--- src/rtl/seg7_pkg.sv ---
`default_nettype none
// ============================================================================
// Package  : seg7_pkg
// Purpose  : Shared font table, scan FSM states and select constants for the
//            seven-segment scan decoder.
// Revision : 1.0 - initial release
// ============================================================================

package seg7_pkg;

  typedef enum logic [1:0] {
    ST_IDLE   = 2'd0,
    ST_SETTLE = 2'd1,
    ST_HOLD   = 2'd2
  } scan_state_t;

  // All digit selects released (blanking interval between digits).
  localparam logic [3:0] c_blank_sel = 4'b1111;

  // Active-low hex font, DP bit high; entry i is the pattern for nibble i.
  localparam logic [15:0][7:0] c_font = {
    8'h8E, 8'h86, 8'hA1, 8'hC6, 8'h83, 8'h88, 8'h90, 8'h80,
    8'hF8, 8'h82, 8'h92, 8'h99, 8'hB0, 8'hA4, 8'hF9, 8'hC0
  };

  function automatic logic is_legal_sel(input logic [3:0] sel);
    return (sel == 4'b1110) || (sel == 4'b1101) ||
           (sel == 4'b1011) || (sel == 4'b0111);
  endfunction

endpackage

`default_nettype wire

--- src/rtl/seg7_pattern_decode.sv ---
`default_nettype none
// ============================================================================
// Module   : seg7_pattern_decode
// Purpose  : Combinational lookup of a 7-bit active-low segment pattern into a
//            hex nibble; unknown patterns give nibble 0 with o_invalid set.
// Revision : 1.0 - initial release
// ============================================================================

module seg7_pattern_decode
  import seg7_pkg::*;
(
  input  logic [6:0] i_seg,
  output logic [3:0] o_nibble,
  output logic       o_invalid
);

  always_comb begin
    o_nibble  = 4'h0;
    o_invalid = 1'b1;
    for (int i = 0; i < 16; i++) begin
      if (i_seg == c_font[i][6:0]) begin
        o_nibble  = 4'(i);
        o_invalid = 1'b0;
      end
    end
  end

endmodule

`default_nettype wire

--- src/rtl/seg_scan_decoder.sv ---
`default_nettype none
// ============================================================================
// Module   : seg_scan_decoder
// Purpose  : Snoops a multiplexed 4-digit seven-segment display bus and
//            rebuilds the displayed 16-bit hex value, per-digit pattern errors
//            and a stale-frame flag.
// Options  : define SEG_SCAN_DP_EN to add the DpOut decimal-point output.
// Revision : 1.0 - initial release
// ============================================================================

module seg_scan_decoder
  import seg7_pkg::*;
#(
  parameter int SETTLE_CYCLES  = 16,
  parameter int TIMEOUT_CYCLES = 1_000_000
) (
  input  logic        CLK,
  input  logic        Reset,
  input  logic [7:0]  SegIn,
  input  logic [3:0]  BitsIn,
  output logic [15:0] Value,
  output logic        Valid,
  output logic [3:0]  SegErr,
  output logic        Stale
`ifdef SEG_SCAN_DP_EN
  ,
  output logic [3:0]  DpOut
`endif
);

  localparam int                c_to_w       = $clog2(TIMEOUT_CYCLES + 1);
  localparam logic [7:0]        c_settle_max = 8'(SETTLE_CYCLES);
  localparam logic [c_to_w-1:0] c_to_max     = c_to_w'(TIMEOUT_CYCLES);

  // --------------------------------------------------------------------------
  // Input synchronizers plus one delayed copy for change detection
  // --------------------------------------------------------------------------
  logic [7:0] r_seg_meta, r_seg_sync, r_seg_prev;
  logic [3:0] r_bits_meta, r_bits_sync, r_bits_prev;

  always_ff @(posedge CLK or posedge Reset) begin
    if (Reset) begin
      r_seg_meta  <= 8'hFF;
      r_seg_sync  <= 8'hFF;
      r_seg_prev  <= 8'hFF;
      r_bits_meta <= c_blank_sel;
      r_bits_sync <= c_blank_sel;
      r_bits_prev <= c_blank_sel;
    end else begin
      r_seg_meta  <= SegIn;
      r_seg_sync  <= r_seg_meta;
      r_seg_prev  <= r_seg_sync;
      r_bits_meta <= BitsIn;
      r_bits_sync <= r_bits_meta;
      r_bits_prev <= r_bits_sync;
    end
  end

  logic w_bits_changed;
  logic w_seg_changed;
  logic w_sel_legal;
  logic [3:0] w_sel_mask;

  assign w_bits_changed = (r_bits_sync != r_bits_prev);
  assign w_sel_legal    = is_legal_sel(r_bits_sync);
  assign w_sel_mask     = ~r_bits_sync;

`ifdef SEG_SCAN_DP_EN
  assign w_seg_changed = (r_seg_sync != r_seg_prev);
`else
  // Without the DP feature a toggling decimal point must not disturb settling.
  logic w_unused_dp;
  assign w_unused_dp   = r_seg_sync[7] ^ r_seg_prev[7];
  assign w_seg_changed = (r_seg_sync[6:0] != r_seg_prev[6:0]);
`endif

  // --------------------------------------------------------------------------
  // Scan FSM
  // --------------------------------------------------------------------------
  scan_state_t r_state, w_state_next;
  logic [7:0]  r_settle_cnt, w_settle_next;
  logic        w_sample;

  always_ff @(posedge CLK or posedge Reset) begin
    if (Reset) begin
      r_state      <= ST_IDLE;
      r_settle_cnt <= 8'd0;
    end else begin
      r_state      <= w_state_next;
      r_settle_cnt <= w_settle_next;
    end
  end

  always_comb begin
    w_state_next  = r_state;
    w_settle_next = r_settle_cnt;
    w_sample      = 1'b0;
    if (!w_sel_legal) begin
      w_state_next  = ST_IDLE;
      w_settle_next = 8'd0;
    end else begin
      unique case (r_state)
        ST_IDLE: begin
          w_state_next  = ST_SETTLE;
          w_settle_next = 8'd1;
        end
        ST_SETTLE: begin
          if (w_bits_changed || w_seg_changed) begin
            w_settle_next = 8'd1;
          end else if (r_settle_cnt + 8'd1 == c_settle_max) begin
            w_sample      = 1'b1;
            w_state_next  = ST_HOLD;
            w_settle_next = 8'd0;
          end else begin
            w_settle_next = r_settle_cnt + 8'd1;
          end
        end
        ST_HOLD: begin
          if (w_bits_changed) begin
            w_state_next  = ST_SETTLE;
            w_settle_next = 8'd1;
          end
        end
        default: begin
          w_state_next  = ST_IDLE;
          w_settle_next = 8'd0;
        end
      endcase
    end
  end

  // --------------------------------------------------------------------------
  // Pattern decode and frame assembly
  // --------------------------------------------------------------------------
  logic [3:0] w_nibble;
  logic       w_invalid;

  seg7_pattern_decode u_decode (
    .i_seg     (r_seg_sync[6:0]),
    .o_nibble  (w_nibble),
    .o_invalid (w_invalid)
  );

  logic [3:0][3:0] r_shadow;
  logic [3:0]      r_err_pend;
  logic [3:0]      r_seen;
  logic            w_frame_done;

  assign w_frame_done = (r_seen == 4'hF);

  always_ff @(posedge CLK or posedge Reset) begin
    if (Reset) begin
      r_shadow   <= '0;
      r_err_pend <= 4'h0;
      r_seen     <= 4'h0;
    end else begin
      for (int i = 0; i < 4; i++) begin
        if (w_sample && w_sel_mask[i]) begin
          r_shadow[i]   <= w_nibble;
          r_err_pend[i] <= w_invalid;
          r_seen[i]     <= 1'b1;
        end else if (w_frame_done) begin
          r_err_pend[i] <= 1'b0;
          r_seen[i]     <= 1'b0;
        end
      end
    end
  end

  always_ff @(posedge CLK or posedge Reset) begin
    if (Reset) begin
      Value  <= 16'h0000;
      Valid  <= 1'b0;
      SegErr <= 4'h0;
    end else begin
      Valid <= w_frame_done;
      if (w_frame_done) begin
        Value  <= r_shadow;
        SegErr <= r_err_pend;
      end
    end
  end

`ifdef SEG_SCAN_DP_EN
  logic [3:0] r_dp_shadow;

  always_ff @(posedge CLK or posedge Reset) begin
    if (Reset) begin
      r_dp_shadow <= 4'h0;
      DpOut       <= 4'h0;
    end else begin
      for (int i = 0; i < 4; i++) begin
        if (w_sample && w_sel_mask[i]) begin
          r_dp_shadow[i] <= ~r_seg_sync[7];
        end
      end
      if (w_frame_done) begin
        DpOut <= r_dp_shadow;
      end
    end
  end
`endif

  // --------------------------------------------------------------------------
  // Stale-frame timeout; a completing frame takes priority over saturation
  // --------------------------------------------------------------------------
  logic [c_to_w-1:0] r_to_cnt;
  logic [c_to_w-1:0] w_to_next;

  assign w_to_next = (r_to_cnt == c_to_max) ? r_to_cnt : r_to_cnt + 1'b1;

  always_ff @(posedge CLK or posedge Reset) begin
    if (Reset) begin
      r_to_cnt <= '0;
      Stale    <= 1'b0;
    end else if (w_frame_done) begin
      r_to_cnt <= '0;
      Stale    <= 1'b0;
    end else begin
      r_to_cnt <= w_to_next;
      Stale    <= (w_to_next == c_to_max);
    end
  end

endmodule

`default_nettype wire

--- config.mk ---
export PLATFORM = sky130hd
export DESIGN_NAME = seg_scan_decoder
export DESIGN_NICKNAME = d
export VERILOG_FILES = /design/src/rtl/seg7_pkg.sv /design/src/rtl/seg7_pattern_decode.sv /design/src/rtl/seg_scan_decoder.sv
export SDC_FILE = /design/constraint.sdc
export NUM_CORES = 1
export LEC_CHECK = 0
export ABC_AREA = 1
export CAP_MARGIN = 0
export CORE_ASPECT_RATIO = 0.75
export CORE_MARGIN = 2
export CORE_UTILIZATION = 25
export CTS_CLUSTER_DIAMETER = 60
export DETAILED_ROUTE_END_ITERATION = 7
export SYNTH_ARGS = -nofsm -noshare
export SYNTH_HDL_FRONTEND = slang
export SYNTH_SLANG_ARGS = --single-unit
--- constraint.sdc ---
create_clock -name CLK -period 2.9 [get_ports CLK]
set_input_delay 0.29 -clock CLK [delete_from_list [all_inputs] [get_ports CLK]]
set_output_delay 0.29 -clock CLK [all_outputs]
set_load 0.02 [all_outputs]
Yosys cells after proc, flatten, opt, wreduce, memory -nomap -nowiden
Index checks and enable logic that the tools add are counted.

word-level totals
  bits in registers = 109
  bits in latches = 0
  memory bits (writable) = 0
  memory bits (read-only) = 0
  input port bits = 14
  output and inout bits = 22
  logic and storage cells = 130
  memories kept = 0

cells by class
  add/sub/neg operators = 2
  multipliers = 0
  divide/modulo/power cells = 0
  magnitude comparators = 0
  equality and inequality tests = 30
  shifts and indexed selects = 0
  mux-type cells = 57
  bitwise gates (word level) = 1
  reductions and logical operators = 15

operators with widths
  cell                                            count
  == test 20 bit (second input constant)          2
  2-to-1 mux 20 bit                               2
  2-to-1 mux 4 bit                                8
  2-to-1 mux 8 bit                                4
  2-to-1 mux 1 bit                                31
  == test 7 bit (second input constant)           4
  case mux 8 bit (3 select lines)                 1
  == test 7 x 5 -> 1 bit (second input constant)  3
  == test 7 x 6 -> 1 bit (second input constant)  3
  adder 20 x 1 -> 20 bit (second input constant)  1
  == test 4 bit (second input constant)           4
  == test 7 x 2 -> 1 bit (second input constant)  2
  == test 7 x 4 -> 1 bit (second input constant)  2
  2-to-1 mux 2 bit                                6
  2-to-1 mux 3 bit                                4
  != test 3 bit (second input constant)           3
  adder 8 x 1 -> 8 bit (second input constant)    1
  == test 8 x 5 -> 1 bit (second input constant)  1
  nonzero test 2 bit                              4
  == test 7 x 3 -> 1 bit (second input constant)  1
  zero test 7 bit                                 1
  != test 7 bit                                   1
  case mux 2 bit (3 select lines)                 1
  == test 4 x 3 -> 1 bit (second input constant)  1
  8 further kinds                                 14

Logic depth before layout (Yosys ltp)
Gate-level depths: netlist (run 1).

  word-level depth = 18
  gate-level depth with buffers = 14
  depth with buffers taken out = 14

By module
A second synthesis (run 1) with hierarchy kept.

unflattened totals
  cell total of the unflattened synthesis = 599
  area total of the unflattened synthesis = 5072.4 µm²

modules (own cells, without submodules)
  module               instances  cells each  area each (µm²)  sequential area each (µm²)
  seg_scan_decoder     1          540         4779.6           2768.9
  seg7_pattern_decode  1          59          292.8            0.0

Worst setup path before layout (run 1)
OpenSTA, ideal clock, no wires.

  path type = register to register
  start point = reg r_seg_sync[1]
  end point = reg r_shadow[2] (netlist bit)
  setup time = 0.136 ns
  arrival time = 1.612 ns
  required time = 2.764 ns
  path slack = 1.151 ns
  cell stages (with the launch flop) = 10
  buffers on the path = 1
  period minus slack after synthesis = 1.749 ns
  cell sequence = dfstp_2 > xnor2_1 > nand4_1 > nor3_4 > nand4_4 > nor2_4 > nand2_1 > buf_6 > nand2_1 > o21ai_2

between the ends
  word-level cells in the longest chain between the ends = 13
  elaborated cells on any way between the ends = 30
  those cells by class = eq/ne: 12; mux: 15; reduce/logical: 3

RTL lines
  item                           RTL line                   RTL
  start, declared                seg_scan_decoder.sv:38     logic [7:0] r_seg_meta, r_seg_sync, r_seg_prev;
  start signal, assigned         seg_scan_decoder.sv:51     r_seg_sync <= r_seg_meta;
  == test 7 x 5 -> 1 bit         seg7_pattern_decode.sv:21  if (i_seg == c_font[i][6:0]) begin
  2-to-1 mux 3 bit (4 in a row)  seg7_pattern_decode.sv:21
  2-to-1 mux 4 bit (8 in a row)  seg7_pattern_decode.sv:21
  end signal, assigned by index  seg_scan_decoder.sv:159    r_shadow[i] <= w_nibble;
  end, declared                  seg_scan_decoder.sv:144    logic [3:0][3:0] r_shadow;

Parallel ways exist; a longest one is shown, timed or not.
A chain may end at the register's enable or synchronous reset.

Final worst setup path (run 1)
Ends and elaborated chain as after synthesis.

==> qor.csv, run 1 <==
stage,metric,value,unit
worst_setup_path,critPathLaunch,r_seg_sync[1],
outcome,status,"complete, no violations",
clocking,cts_resized,0,
logic_synthesis,muxShareOfSynthArea,0,
power_and_ir_drop,seqPwrFrac,0.537,
logic_synthesis,synth_cells,550,
logic_synthesis,yosysTopAreaCellShare,0.3886,
logic_synthesis,synth-edff-count,0,
logic_synthesis,yosys.area_share.adder,0.007671,
power_and_ir_drop,internal-power,2.264,mW
power_and_ir_drop,p_sw,0.6915,mW
power_and_ir_drop,power_frac_comb,0.039,
floorplan,die_w,165.6,um
clocking,cts_tree,yes,
drt,routed.top_layer,met4,
power_and_ir_drop,max-vdd-ir-drop,0.0002567,V
clocking,clk_latency,0.35,ns
timing,hold_viol,0,
logic_synthesis,synth_compound_area_frac,0.04935,
final_layout,drive_above_1_share,0.1279,
timing,slew_viol_final,0,
floorplan,fp-row-count,44,
logic_synthesis,synthFlopType,dfrtp_1,
worst_setup_path,r2r_slack,0.70,ns
worst_setup_path,cp_max_fo,11,
power_and_ir_drop,clkPwrFrac,0.424,
drt,via_count,3602,
floorplan,coreArea,19270,um^2
drt,drt-wirelength-per-cell,11.92,um
drt,wl_met3,501,um
clocking,cts.sinks,109,
timing,layout_min_cycle_time,2.204,ns
clocking,cts_setup_buffers,0,
worst_setup_path,worstPathCellList,xnor2_1 -> nand4_1 -> nor3_4 -> nand4_4 -> nor2_4 -> nand2_1 -> nand2_1 -> o21ai_2,
global_routing,track_usage,0.1048,
timing,max_freq,453.7,MHz
worst_setup_path,worstRegToRegCells,8,
final_layout,num-nets-final,606,
clocking,cts_buffers,9,
global_routing,grt_pass1_vias,3553,
floorplan,initial_core_util,0.2540,
logic_synthesis,synth-xor-area-share,0.04833,
placement,numPortBuffers,34,
worst_setup_path,critical_path_class,flop to flop,
hold_path,hp-class,input pin to async pin,
timing,skew,0.007785,ns
drt,wl_met1,5356,um
logic_synthesis,synthSimpleGateAreaFrac,0.2751,
worst_setup_path,rr_startpoint,r_seg_sync[1],
worst_setup_path,cp_data_arrival_time,2.43,ns
logic_synthesis,synth-async-reset-ratio,1.000,
floorplan,ios,36,
clocking,cts_root_buf,clkbuf_16,
timing,relSlewSlack,0.5302,
logic_synthesis,ys_warn_count,0,
logic_synthesis,synth_top_family_by_area,simple AND/OR/NAND/NOR gates,
logic_synthesis,synth.area.top_cells,"dfrtp_1 39%, dfstp_2 18%, nand2_1 13%, nor2_1 5.4%, inv_1 3.8%",
logic_synthesis,yosysTopAreaCell,dfrtp_1,
logic_synthesis,synthesis.nets,567,
drt,remaining_drc_errors,0,
flow_run,maxCapViolations,0,
timing,setup_viol,0,
worst_setup_path,endpoint,r_shadow[2],
logic_synthesis,yosysSeqAreaShare,0.5658,
global_routing,grt_pass1_wl,17350,um
logic_synthesis,synth_seq_cells,109,
logic_synthesis,synth_common_cells,"175 x nand2_1, 76 x dfrtp_1, 71 x nor2_1",
floorplan,die_height,125.2,um
logic_synthesis,yosysMostFrequentCell,nand2_1,
final_layout,synthToLayoutAreaGrowth,19.38,%
global_routing,grt_max_degree,67,
timing,rsz0062_at_grt,no,
power_and_ir_drop,p_leak,2.690,nW
drt,dr_wl_met2,4070,um
worst_setup_path,end_kind,flop,
final_layout,final_util,0.3032,
floorplan,fp.dieArea,20720,um^2
worst_setup_path,cpPeakStageDelay,0.60,ns
global_routing,globalRouteOverflowTotal,0,
final_layout,antenna_cells,0,
power_and_ir_drop,power_density,506.0,nW/um^2
worst_setup_path,cp_slowest_cell,dfstp_2,
placement,gp_congestion,0.8444,
drt,first_pass_iters,5,
worst_setup_path,required,3.12,ns
global_routing,antenna_found_initial,0,
clocking,htreeDepth,3,
drt,drt_wl_total,10100,um
logic_synthesis,syn_area,4893,um^2
timing,finalSetupTns,0,ns
worst_setup_path,cpMostUsedCell,nand2_1,
placement,dpl.hpwl,7230,um
clocking,hold_buffers,0,
timing,hold-worst-slack,0.2941,ns
drt,drt-initial-drc-count,215,
logic_synthesis,syn_area_per_cell,8.897,um^2
timing,worst_pin_slew,0.6956,ns
logic_synthesis,ys_types,34,
worst_setup_path,cp-start-kind,flop,
clocking,clkTransAtPathRegs,0.08,ns
drt,viasPerCell,4.253,
power_and_ir_drop,sw_frac_of_total,0.2339,
worst_setup_path,rr_endpoint,r_shadow[2],
timing,post-route-period-util,0.7601,
clocking,clock_path_buffers,2,
drt,ant_nets,0,
[worst max-delay path: cells and delay by family (launching register included)]
kind	cells	cell delay, ns
AO/OA/AOI/OAI	1	0.06
AND/OR/NAND/NOR	6	1.28
flip-flops	1	0.60
XOR/XNOR	1	0.13
[worst min-delay path by stage]
stage	startpoint	endpoint	slack [ns]	depth (start not counted)
after floorplan	BitsIn[0]	r_bits_meta[0]	0.29	0
after global placement	r_seg_meta[2]	r_seg_sync[2]	0.35	0
after detailed placement	r_seg_meta[3]	r_seg_sync[3]	0.35	0
after CTS	SegIn[3]	r_seg_meta[3]	0.32	1
after global routing	SegIn[0]	r_seg_meta[0]	0.33	1
final	Reset	Value[3]	0.29	2
[cell usage in the layout (no fill, tap or decap), drive strengths merged]
cell type      instances
ha                     3
nand3b                 3
buf                    5
o21ai                 26
o41ai                  1
a21oi                  7
a32o                   1
nand2                175
nand3                 26
nor4                   5
dfrtp                 76
xnor2                  8
a22o                   1
dfstp                 33
nor2                  72
nor3b                  1
clkdlybuf4s50         34
xor2                  19
clkinvlp               1
or2                    1
clkinv                 2
and3                   1
clkbuf                10
nor3                  15
a31oi                  1
nand4                 11
o22ai                  2
inv                   54
[state kept, by name (all words and copies together), names as in the netlist, 7 cells and up]
signal        cells
r_seg_prev        7
r_settle_cnt      8
r_seg_sync        7
Value            16
r_shadow         16
r_to_cnt         20
r_seg_meta        7
[kinds of logic after synthesis]
group	count (synthesis)
AO/OA/AOI/OAI	39
XOR/XNOR	27
buffers and inverters	62
flip-flops	109
adder cells (fa/ha/maj)	3
AND/OR/NAND/NOR	310
[cell type report]
type | instances | area [um^2]
fillers | 2021 | 13430
repair buffers | 39 | 390.4
multi-input cells | 379 | 1862
inverters | 51 | 195.2
clock inverters | 6 | 58.81
clock buffers | 10 | 250.2
flip-flops and latches | 109 | 2769
well taps | 253 | 316.6
[layer usage]
| layer | GRT usage | up-vias |
|---|---|---|
| met5 | 0 | - |
| met4 | 0.03702 | 0 |
| met3 | 0.02820 | 16 |
| met2 | 0.1391 | 80 |
| met1 | 0.1610 | 1683 |
| li1 | - | 1823 |
[power by group through the flow]
stage	sequential [mW]	combinational, mW	clock, mW
global route	1.59	0.131	1.35
CTS	1.59	0.118	1.30
finish	1.59	0.114	1.25
global placement	1.62	0.117	0
floorplan	1.61	0.0752	0
detailed placement	1.62	0.118	0
[metrics by stage]
step / setup slack (ns) / instances / power, mW / area (um^2)
after CTS: 0.6672 / 847 / 3.009 / 5842
after global placement: 0.7098 / 831 / 1.732 / 5533
after global routing: 0.4674 / 847 / 3.078 / 5842
final: 0.6958 / 847 / 2.956 / 5842
after detailed placement: 0.6868 / 831 / 1.734 / 5533
after floorplan: 1.151 / 550 / 1.686 / 4897
Note: power is estimated with default switching activity, not from simulation.
==> run 2: changes to the inputs <==
Clock period 2.9 ns to 2.1 ns, I/O delays scaled along.
==> run 2 against run 1 <==
Sequential power is 38% higher. Clock power up 32%. Sequential share of layout area down 1.9 points. Cell count up 2.2%. Non-clock buffer count grew 19. Final area increased by 4.3%. Critical endpoint is now Stale. Highest routed layer unchanged.
==> qor.csv, run 2 (same netlist as run 1, synthesis figures left out) <==
stage,metric,value,unit,change
outcome,status,"complete, no violations",,
global_routing,met3_usage,0.02621,,-0.001991
floorplan,fp-row-count,44,,unchanged
worst_setup_path,critPathLaunch,r_to_cnt[0],,
floorplan,initial_core_util,0.2540,,unchanged
global_routing,track_usage,0.1082,,+0.003337
worst_setup_path,end_kind,flop,,
floorplan,die_height,125.2,um,unchanged
floorplan,fp.dieArea,20720,um^2,unchanged
timing,layout_min_cycle_time,1.955,ns,-0.2491 ns
final_layout,fin_cells,866,,+2.2%
drt,first_pass_iters,4,,-1
timing,setup_viol,0,,unchanged
final_layout,num-nets-final,625,,+3.1%
drt,remaining_drc_errors,0,,unchanged
flow_run,maxCapViolations,0,,unchanged
worst_setup_path,critical_path_class,flop to flop,,
final_layout,top_register,r_to_cnt,,
clocking,clk_latency,0.35,ns,about the same
worst_setup_path,cp_max_fo,4,,-7
floorplan,ios,36,,unchanged
timing,max_freq,511.5,MHz,+13%
placement,dpl.hpwl,7334,um,+1.4%
drt,drt-initial-drc-count,250,,+16%
timing,rsz0062_at_grt,yes,,
drt,via_count,3651,,+1.4%
power_and_ir_drop,max-vdd-ir-drop,0.0003590,V,+40%
timing,slew_viol_final,0,,unchanged
worst_setup_path,cp-start-kind,flop,,
timing,hold_viol,0,,unchanged
placement,numPortBuffers,34,,unchanged
final_layout,mostFrequentLayoutCell,nand2_1,,
global_routing,grt_pass1_wl,17920,um,+3.3%
hold_path,hp-class,input pin to async pin,,
final_layout,synthToLayoutAreaGrowth,24.47,%,
power_and_ir_drop,total_power,4.021,mW,+36%
worst_setup_path,required,2.38,ns,-0.74 ns
final_layout,largest_register_ffs,20,,unchanged
clocking,clock_path_buffers,2,,unchanged
clocking,cts_tree,yes,,
clocking,htreeDepth,3,,unchanged
drt,viasPerCell,4.216,,-0.86%
power_and_ir_drop,p_leak,2.796,nW,+3.9%
drt,drt-wirelength-per-cell,12.15,um,+1.9%
placement,placed_cells,842,,+1.3%
final_layout,reg.largest.list,"r_to_cnt x20, Value x16, r_shadow x16",,
timing,post-route-period-util,0.9310,,+0.1709
drt,drt_wl_total,10520,um,+4.2%
global_routing,grt_pass1_vias,3531,,-0.62%
global_routing,antenna_found_initial,0,,unchanged
global_routing,grt_max_degree,44,,-34%
timing,worst_pin_slew,0.5774,ns,-0.1181 ns
global_routing,globalRouteOverflowTotal,0,,unchanged
clocking,cts_buffers,9,,unchanged
global_routing,grt_use_met2,0.1403,,+0.001220
clocking,cts.sinks,109,,unchanged
timing,skew,0.007372,ns,-0.0004125 ns
timing,finalSetupTns,0,ns,unchanged
floorplan,die_w,165.6,um,unchanged
final_layout,antenna_cells,0,,unchanged
placement,gp_congestion,0.8790,,+4.1%
global_routing,met1_usage,0.1731,,+0.01215
clocking,cts_root_buf,clkbuf_16,,
power_and_ir_drop,power_density,660.2,nW/um^2,+30%
drt,ant_nets,0,,unchanged
worst_setup_path,rr_startpoint,r_to_cnt[0],,
final_layout,layout_common_cells,"168 x nand2_1, 74 x dfrtp_1, 65 x nor2_1, 47 x inv_1, 34 x clkdlybuf4s50_1",,
timing,relSlewSlack,0.6100,,+0.07979
worst_setup_path,cp_data_arrival_time,2.24,ns,-0.19 ns
clocking,hold_buffers,0,,unchanged
final_layout,drive_above_1_share,0.1925,,+0.06455
global_routing,top_usage_layer,met1,,
clocking,clkTransAtPathRegs,0.07,ns,about the same
floorplan,coreArea,19270,um^2,unchanged
run 2: routing by layer:
metal / share of wire / vias to the layer above / routed length (um)
met5: 0 / - / 0
met4: 0.012 / 0 / 129
met3: 0.037 / 12 / 387
met2: 0.40 / 60 / 4252
met1: 0.55 / 1725 / 5753
li1: - / 1854 / -
run 2: path summary, 6_finish.rpt:
kind                                  endpoint  slack [ns]  depth (start not counted)
worst max-delay path                     Stale        0.14                         14
worst min-delay path                  Value[0]        0.23                          2
worst max register to register           Stale        0.14                         14
worst min register to register  r_bits_sync[0]        0.36                          0
max in group asynchronous        r_seg_meta[6]        1.22                          3
min in group CLK                 r_seg_meta[3]        0.26                          1
run 2: final cells by class:
cell class	count	area (um^2)
multi-input cells	379	1963
clock inverters	5	33.78
clock buffers	11	252.7
well taps	253	316.6
flip-flops and latches	109	2771
inverters	51	195.2
fillers	2027	13180
repair buffers	58	558.0
run 2: through the flow:
stage,instance area [um^2],setup slack [ns],utilization,hold WS [ns]
finish,6091,0.1449,0.3161,0.2277
global route,6091,-0.06365,0.3161,0.2593
CTS,5927,0.03693,0.3076,0.2383
detailed placement,5640,0.02383,0.2927,0.3468
global placement,5640,0.08209,0.2927,0.3457
floorplan,4897,0.3512,-,0.2145
run 2: repair_timing:
action,4_1_cts,5_1_grt
hold endpoints to repair,0,0
endpoints found under the setup margin,0,20
buffers inserted,0,8
resized for setup,0,27
run 2: critical path, stage by stage (launching register included):
cell and delay [ns]:
dfrtp_2 0.45, inv_2 0.10, ha_4 0.14, inv_1 0.03
nor2_1 0.07, nand2_1 0.06, nor2_2 0.15, nand3_2 0.10
nand2_2 0.08, nand3_1 0.07, nor2_2 0.14, nand3_1 0.09
nor2_2 0.16, nand4_1 0.11, nor2_1 0.11
run 2: where the power goes:
part / total, mW / leakage (nW) / switching, mW / internal [mW]
registers: 2.19 / 1.39 / 0.0282 / 2.16
logic: 0.179 / 1.26 / 0.108 / 0.0714
clock network: 1.65 / 0.146 / 0.780 / 0.871
total: 4.02 / 2.80 / 0.916 / 3.11
==> run 3: changes to the inputs <==
Settings changed: ABC_CLOCK_PERIOD_IN_PS from default to 2100, SLEW_MARGIN from default to 25.
==> results of run 3 <==
No change in the layout: final DEF, timing and power equal those of run 2.
